`src/rtl/mem_pkg.sv`:
```
// Shared definitions for the data-memory port arbiter and the memory block.
package mem_pkg;

  localparam int unsigned MEM_ADDR_WIDTH = 32;
  localparam int unsigned MEM_DATA_WIDTH = 32;
  localparam int unsigned DATA_BYTE_SIZE = MEM_DATA_WIDTH / 8;
  localparam int unsigned BYTE_CNT_W     = $clog2(DATA_BYTE_SIZE) + 1;

  typedef enum logic [1:0] {
    IDLE  = 2'd0,
    READ  = 2'd1,
    WRITE = 2'd2,
    RESP  = 2'd3
  } arb_state_e;

  // Width of a byte-count field able to hold 0..data_width/8.
  function automatic int unsigned byte_cnt_width(input int unsigned data_width);
    return $clog2(data_width / 8) + 1;
  endfunction

endpackage

```
`src/rtl/rr_arbiter.sv`:
```
// Combinational round-robin pick: first request at or after ptr_i, wrapping.
module rr_arbiter #(
  parameter int unsigned NUM_REQ = 2,
  parameter int unsigned IDX_W   = 1
) (
  input  logic [NUM_REQ-1:0] req_i,
  input  logic [IDX_W-1:0]   ptr_i,
  output logic [NUM_REQ-1:0] gnt_o,
  output logic [IDX_W-1:0]   gnt_idx_o,
  output logic               gnt_valid_o
);

  int unsigned cand;

  // Scan upward from the pointer; the first hit wins.
  always_comb begin
    gnt_o       = '0;
    gnt_idx_o   = '0;
    gnt_valid_o = 1'b0;
    cand        = 0;
    for (int unsigned i = 0; i < NUM_REQ; i++) begin
      cand = (32'(ptr_i) + i) % NUM_REQ;
      if (!gnt_valid_o && req_i[IDX_W'(cand)]) begin
        gnt_valid_o             = 1'b1;
        gnt_idx_o               = IDX_W'(cand);
        gnt_o[IDX_W'(cand)]     = 1'b1;
      end
    end
  end

endmodule

```
`src/rtl/mem_port_arbiter.sv`:
```
// Shares the data memory's fetch and write ports between NUM_REQ requesters,
// one transaction at a time, with round-robin grant held to completion.
module mem_port_arbiter
  import mem_pkg::*;
#(
  parameter  int unsigned ADDR_WIDTH = MEM_ADDR_WIDTH,
  parameter  int unsigned DATA_WIDTH = MEM_DATA_WIDTH,
  parameter  int unsigned NUM_REQ    = 2,
  localparam int unsigned BW         = byte_cnt_width(DATA_WIDTH)
) (
  input  logic                                 clk,
  input  logic                                 rst_n,
  input  logic [NUM_REQ-1:0]                   req_valid,
  input  logic [NUM_REQ-1:0]                   req_we,
  input  logic [NUM_REQ-1:0][ADDR_WIDTH-1:0]   req_addr,
  input  logic [NUM_REQ-1:0][DATA_WIDTH-1:0]   req_wdata,
  input  logic [NUM_REQ-1:0][BW-1:0]           req_bytes,
  output logic [NUM_REQ-1:0]                   rsp_valid,
  output logic [DATA_WIDTH-1:0]                rsp_rdata,
  output logic [ADDR_WIDTH-1:0]                mem_fetch_addr,
  input  logic [DATA_WIDTH-1:0]                mem_fetched_data,
  input  logic                                 mem_fetch_done,
  output logic [ADDR_WIDTH-1:0]                mem_write_addr,
  output logic [DATA_WIDTH-1:0]                mem_write_data,
  output logic [BW-1:0]                        mem_bytes_to_write,
  output logic                                 mem_write_data_valid,
  input  logic                                 mem_write_done
);

  localparam int unsigned IDX_W = (NUM_REQ > 1) ? $clog2(NUM_REQ) : 1;

  arb_state_e              state_q,  state_d;
  logic [IDX_W-1:0]        rr_ptr_q, rr_ptr_d;
  logic [NUM_REQ-1:0]      gnt_oh_q, gnt_oh_d;
  logic [ADDR_WIDTH-1:0]   addr_q,   addr_d;
  logic [DATA_WIDTH-1:0]   wdata_q,  wdata_d;
  logic [BW-1:0]           bytes_q,  bytes_d;
  logic [DATA_WIDTH-1:0]   rdata_q,  rdata_d;

  logic [NUM_REQ-1:0]      arb_gnt;
  logic [IDX_W-1:0]        arb_idx;
  logic                    arb_any;

  rr_arbiter #(
    .NUM_REQ (NUM_REQ),
    .IDX_W   (IDX_W)
  ) u_rr (
    .req_i       (req_valid),
    .ptr_i       (rr_ptr_q),
    .gnt_o       (arb_gnt),
    .gnt_idx_o   (arb_idx),
    .gnt_valid_o (arb_any)
  );

  // Next-state: grant and latch in IDLE, wait on the memory, pulse response.
  always_comb begin
    state_d  = state_q;
    rr_ptr_d = rr_ptr_q;
    gnt_oh_d = gnt_oh_q;
    addr_d   = addr_q;
    wdata_d  = wdata_q;
    bytes_d  = bytes_q;
    rdata_d  = rdata_q;
    case (state_q)
      IDLE: begin
        if (arb_any) begin
          gnt_oh_d = arb_gnt;
          addr_d   = req_addr[arb_idx];
          wdata_d  = req_wdata[arb_idx];
          bytes_d  = req_bytes[arb_idx];
          rr_ptr_d = (arb_idx == IDX_W'(NUM_REQ - 1)) ? '0 : arb_idx + 1'b1;
          state_d  = req_we[arb_idx] ? WRITE : READ;
        end
      end
      READ: begin
        if (mem_fetch_done) begin
          rdata_d = mem_fetched_data;
          state_d = RESP;
        end
      end
      WRITE: begin
        if (mem_write_done) begin
          state_d = RESP;
        end
      end
      RESP:    state_d = IDLE;
      default: state_d = IDLE;
    endcase
  end

  // State and latch registers; reset abandons any transaction in flight.
  always_ff @(posedge clk or negedge rst_n) begin
    if (!rst_n) begin
      state_q  <= IDLE;
      rr_ptr_q <= '0;
      gnt_oh_q <= '0;
      addr_q   <= '0;
      wdata_q  <= '0;
      bytes_q  <= '0;
      rdata_q  <= '0;
    end else begin
      state_q  <= state_d;
      rr_ptr_q <= rr_ptr_d;
      gnt_oh_q <= gnt_oh_d;
      addr_q   <= addr_d;
      wdata_q  <= wdata_d;
      bytes_q  <= bytes_d;
      rdata_q  <= rdata_d;
    end
  end

  // Memory-side outputs hold the latched values; only the strobe is state-gated.
  always_comb begin
    mem_fetch_addr       = addr_q;
    mem_write_addr       = addr_q;
    mem_write_data       = wdata_q;
    mem_bytes_to_write   = bytes_q;
    mem_write_data_valid = (state_q == WRITE);
    rsp_valid            = (state_q == RESP) ? gnt_oh_q : '0;
    rsp_rdata            = rdata_q;
  end

endmodule

```
`config.mk`:
```
export PLATFORM = sky130hd
export DESIGN_NAME = mem_port_arbiter
export DESIGN_NICKNAME = d
export VERILOG_FILES = /design/src/rtl/mem_pkg.sv /design/src/rtl/rr_arbiter.sv /design/src/rtl/mem_port_arbiter.sv
export SDC_FILE = /design/constraint.sdc
export NUM_CORES = 1
export LEC_CHECK = 0
export CORE_AREA = 2 2 120 122
export CTS_CLUSTER_SIZE = 30
export DETAILED_ROUTE_END_ITERATION = 10
export DIE_AREA = 0 0 122 124
export PLACE_DENSITY = 0.79
export RECOVER_POWER = 50
export SETUP_SLACK_MARGIN = 0.02
export SYNTH_ARGS = -nofsm -noshare
export SYNTH_HDL_FRONTEND = slang
export SYNTH_SLANG_ARGS = --single-unit
```
`constraint.sdc`:
```
create_clock -name clk -period 2.2 [get_ports clk]
set_input_delay 0.44 -clock clk [delete_from_list [all_inputs] [get_ports clk]]
set_output_delay 0.44 -clock clk [all_outputs]
set_load 0.02 [all_outputs]
```
# Yosys cells after proc, flatten, opt, wreduce, memory -nomap -nowiden

Cells that the tools add are included.

Add/subtract/negate cells: 2
$lt $le $gt $ge: 5
Equality and inequality tests: 6
Multiplexer cells: 29
Bitwise operators: 1
Reduce and logical (&&, ||, !) cells: 8

Operators with widths:

| kind                                                       | number |
|---|---|
| two-way mux 32 bit                                         | 4 |
| two-way mux 2 bit                                          | 7 |
| two-way mux 1 bit                                          | 13 |
| case mux 2 bit (4 select lines)                            | 1 |
| less-than comparator 1 x 2 -> 1 bit, second input constant | 3 |
| two-way mux 3 bit                                          | 2 |
| equality test 2 bit, second input constant                 | 2 |
| inequality test 2 bit, second input constant               | 2 |
| AND reduction 2 bit                                        | 2 |
| logical AND 1 bit                                          | 3 |
| AND reduction 3 bit                                        | 1 |
| adder 1 bit, second input constant                         | 2 |
| demux 1 bit (select 1 bit)                                 | 2 |
| equality test 2 x 1 -> 1 bit, second input constant        | 1 |
| greater-or-equal comparator 1 bit, second input constant   | 2 |
| zero test 2 bit                                            | 1 |
| inequality test 2 x 1 -> 1 bit, second input constant      | 1 |
| OR 2 bit                                                   | 1 |
| zero test 1 bit                                            | 1 |

Register bits: 104
Input bits: 174
Output and inout bits: 134
Logic and storage cells: 58

# Logic depth before layout (Yosys ltp)

Depth after elaboration: 11
Mapped depth: 8
Depth with buffers taken out: 5

# By module

A second synthesis with hierarchy kept.

Cell total of the unflattened synthesis: 430
Area, all modules: 4902.2 um2

Modules (own cells, without submodules):

| module           | times used | cells each | area each (um2) | sequential area each (um2) |
|---|---|---|---|---|
| mem_port_arbiter | 1          | 425        | 4869.7          | 2602.5 |
| rr_arbiter       | 1          | 5          | 32.5            | 0.0 |

# Least setup slack after synthesis

Ideal clock, no wire load.

Kind: reg2reg
From: register state_q[0]
To: register state_q[1]
Setup time: 0.122 ns
Arrival time: 1.480 ns
Required time: 2.078 ns
Path slack: 0.598 ns
Cell stages (with the launch flop): 7
Path buffers: 1
Clock period less this slack: 1.602 ns
Cell sequence: dfrtp_1 > inv_1 > ha_1 > buf_2 > nor3b_1 > or3_1 > a32o_1

Cells in the longest elaborated chain, start to end: 3
Elaborated cells between the ends (all ways): 9
Classes of those cells: eq/ne (6); mux (1); reduce/logical (2)

RTL lines:

| what                                                                                     | RTL line                | text |
|---|---|---|
| start, declared                                                                          | mem_port_arbiter.sv:32  | `arb_state_e state_q, state_d;` |
| start signal, assigned                                                                   | mem_port_arbiter.sv:102 | `state_q <= state_d;` |
| equality test 2 bit (tied with other cells)                                              | mem_port_arbiter.sv:64  | `case (state_q)` |
| inequality test 2 x 1 -> 1 bit (no line) / inequality test 2 bit (equally long branches) | n/a                     |  |
| AND reduction 3 bit (no line)                                                            | n/a                     |  |

Parallel ways exist; a longest one is shown, timed or not.
A chain may end at the register's enable or synchronous reset.

# Worst setup path in the final report

From: register state_q[1]
To: register rdata_q[11], in the netlist rsp_rdata[11]

Cells in the longest elaborated chain, start to end: 2

RTL lines:

| what                          | RTL line                | text |
|---|---|---|
| equality test 2 x 1 -> 1 bit  | mem_port_arbiter.sv:64  |  |
| AND reduction 2 bit (no line) | n/a                     |  |
| end signal, assigned          | mem_port_arbiter.sv:108 | `rdata_q <= rdata_d;` |
| end, declared                 | mem_port_arbiter.sv:38  | `logic [DATA_WIDTH-1:0] rdata_q, rdata_d;` |

Every way passes these cells.

==> results_dict.tcl <==
set metrics [dict create \
    multiInputGateArea_sq_um 1930 \
    n_fill_cell 1152 \
    dieArea_sq_um 15100 \
    ff2ff_path_depth 5 \
    grt_pass1_vias 4968 \
    clock_skew_ns 0.00739 \
    antenna_cells 0 \
    avgSynthCellArea_sq_um 9.66 \
    core_region_area_sq_um 13700 \
    path_clk_slew_ns 0.08 \
    post_cts_resized 0 \
    row_count 43 \
    postCtsSetupBuffers 0 \
    slew_viol_final 0 \
    antenna_found_initial 1 \
    holdBufCountCts 0 \
    end_kind "flip-flop" \
    crit_fanout 32 \
    period_minus_slack_ns 1.96 \
    crit_family "buffers and inverters" \
    synthTopCellsByArea "dfrtp_1 52%, a31oi_1 8.6%, mux2_2 7.2%" \
    layout_setup_ws_ns 0.236 \
    dp_slack_ns 0.265 \
    area_growth_pct 65.8 \
    slew_headroom_pct 40.6 \
    finalCritPeriodShare_pct 89.3 \
    die_h_um 124 \
    io_pins 308 \
    clockBufferDepth 2 \
    numCtsBuffers 9 \
    syn_inst 517 \
    drt_wl_total_mm 17.0 \
    ys.flop_type "dfrtp_1" \
    path_cells "inv_1 -> ha_1 -> nand2_1 -> clkbuf_2 -> mux2_2" \
    layout.nets 947 \
    die_x_um 122 \
    ir_worst_vdd_v 0.000522 \
    wl_per_cell_um 17.8 \
    cts.htree.levels 3 \
    worstSkewPairLatency_ns 0.33 \
    finalSetupTns_ns 0 \
    start_kind "flip-flop" \
    root_buffer "clkbuf_16" \
    final_antenna_net_count 0 \
    synth_edf_count 0 \
    final_cell_area_sq_um 8280 \
    layout.area.seq_sq_um 2600 \
    cp_slowest_cell "clkbuf_2" \
    drive_gt1_share_pct 8.67 \
    cts_tree "done" \
    reg2reg_setup_slack_ns 0.24 \
    mappedNetlistArea_sq_um 4990 \
    r2r-start "state_q[1]$_DFFE_PN0P_" \
    vias 5008 \
    gp_congestion 0.781 \
    r2r-end "rsp_rdata[11]$_DFFE_PN0P_" \
    firstDrtPassIters 5 \
    path_class "flip-flop to flip-flop" \
    tightest_slew_ns 0.890 \
    grt_max_degree 65 \
    placed_area_sq_um 8010 \
    ys.warnings.count 0 \
    viasPerCell 5.25 \
    synth_nets 696 \
    synth-seq-cells 104 \
    critPathBufInv 2 \
    drt_iter0_drc 345 \
    initial_core_util_pct 36.4 \
    portBuffers 307 \
    path_depth 5 \
    cp.arrival_ns 2.18 \
    drc 0 \
    overflow 0 \
    synth_top_area_share_pct 52.1 \
    cpPeakStageDelay_ns 0.62 \
    power_leakage_uw 0.00328 \
    critPathRequiredTime_ns 2.41 \
    ys_types 29 \
    power_density_nw_per_um2 1430 \
    outcome "finished clean" \
    async_reset_ff_share_pct 100 \
    setup_viol 0 \
    hold_class "input port to async pin" \
    hold_viol 0 \
    rsz0062_at_grt "no" \
    hpwl_mm 12.7 \
    track_usage_pct 21.6 \
    finalPower_uw 11900 \
    cap_violations 0 \
    synth_top_area_cell "dfrtp_1" \
    grt_pass1_wl_mm 25.6 \
    yosysSeqAreaShare_pct 52.1 \
    clock_sinks 104 \
    fmax_mhz 509 \
]
final cells by class:
class / instances / area share, %
timing repair buffer: 321 / 38.6
sequential: 104 / 31.4
multi-input combinational: 328 / 23.3
clock buffer: 10 / 2.89
tap: 180 / 2.72
clock inverter: 6 / 0.922
inverter: 4 / 0.181
cells by family after synthesis:
logic type,synth area share (%)
and+or+nand+nor,13.3
AOI/OAI and AO/OA,16.6
muxes,7.22
buffers and inverters,9.45
adders and majority gates,1.25
DFF,52.1
report_power, final:
group	total, uW	internal [uW]	switching (uW)
combinational	6660	3200	3460
clock	1670	933	738
sequential	3540	2900	642
total	11900	7030	4840
metal layers:
metal,track usage (%),part of all wire (%)
met5,0,0.065
met4,6.97,2.2
met3,6.04,8.5
met2,38.2,51
met1,25.5,38
worst register-to-register path, delay by kind of cell, from the launching register on:
kind	cells	cell delay, ns
mux	1	0.44
flops	1	0.41
fa+ha+maj	1	0.20
buf+inv	2	0.73
simple gates	1	0.06
synthesized netlist by cell type, types with 3 or more instances:
library cell	instances
buf_2	17
mux2_2	32
buf_4	33
inv_1	3
a31oi_1	69
dfrtp_1	104
nor2_1	68
clkbuf_1	29
o21ai_0	67
nand3_1	67
ha_1	5
sequential cells by signal, indices dropped and copies added (netlist names):
name / flops
rsp_rdata: 32
mem_bytes_to_write: 3
mem_fetch_addr: 32
gnt_oh_q: 2
mem_write_data: 32
state_q: 2
rr_ptr_q: 1
worst max-delay path by stage:
stage / start / to / slack [ns]
6_report: state_q[1]$_DFFE_PN0P_ / rsp_rdata[11]$_DFFE_PN0P_ / 0.24
3_3_place_gp: req_valid[0] / state_q[1]$_DFFE_PN0P_ / 0.31
4_1_cts: state_q[0]$_DFFE_PN0P_ / mem_write_data_valid / 0.05
2_1_floorplan: state_q[0]$_DFFE_PN0P_ / state_q[1]$_DFFE_PN0P_ / 0.60
3_5_place_dp: req_valid[0] / mem_write_data[17]$_DFFE_PN0P_ / 0.26
5_1_grt: state_q[1]$_DFFE_PN0P_ / rsp_rdata[7]$_DFFE_PN0P_ / 0.11
placed cells by master (no fill, tap or decap), drive strengths merged, types with 3 or more instances in the layout:
master         netlist  final
dfrtp              104    104
buf                 52     12
nand3               67     67
clkbuf              29     14
a31oi               69     69
dlymetal6s2s         0      3
o21ai               67     67
clkdlybuf4s50        0    275
nor2                68     68
inv                  4      6
ha                   5      5
dlygate4sd3          0     27
mux2                32     32
per-stage QoR:
stage / utilization [%] / cells / hold WS [ns]
floorplan: - / 517 / 0.144
global placement: 58.3 / 937 / 0.429
detailed placement: 58.3 / 937 / 0.430
CTS: 60.6 / 953 / 0.0597
global route: 60.3 / 953 / 0.266
finish: 60.3 / 953 / 0.212
No activity file was read; power rests on OpenSTA's default activity.
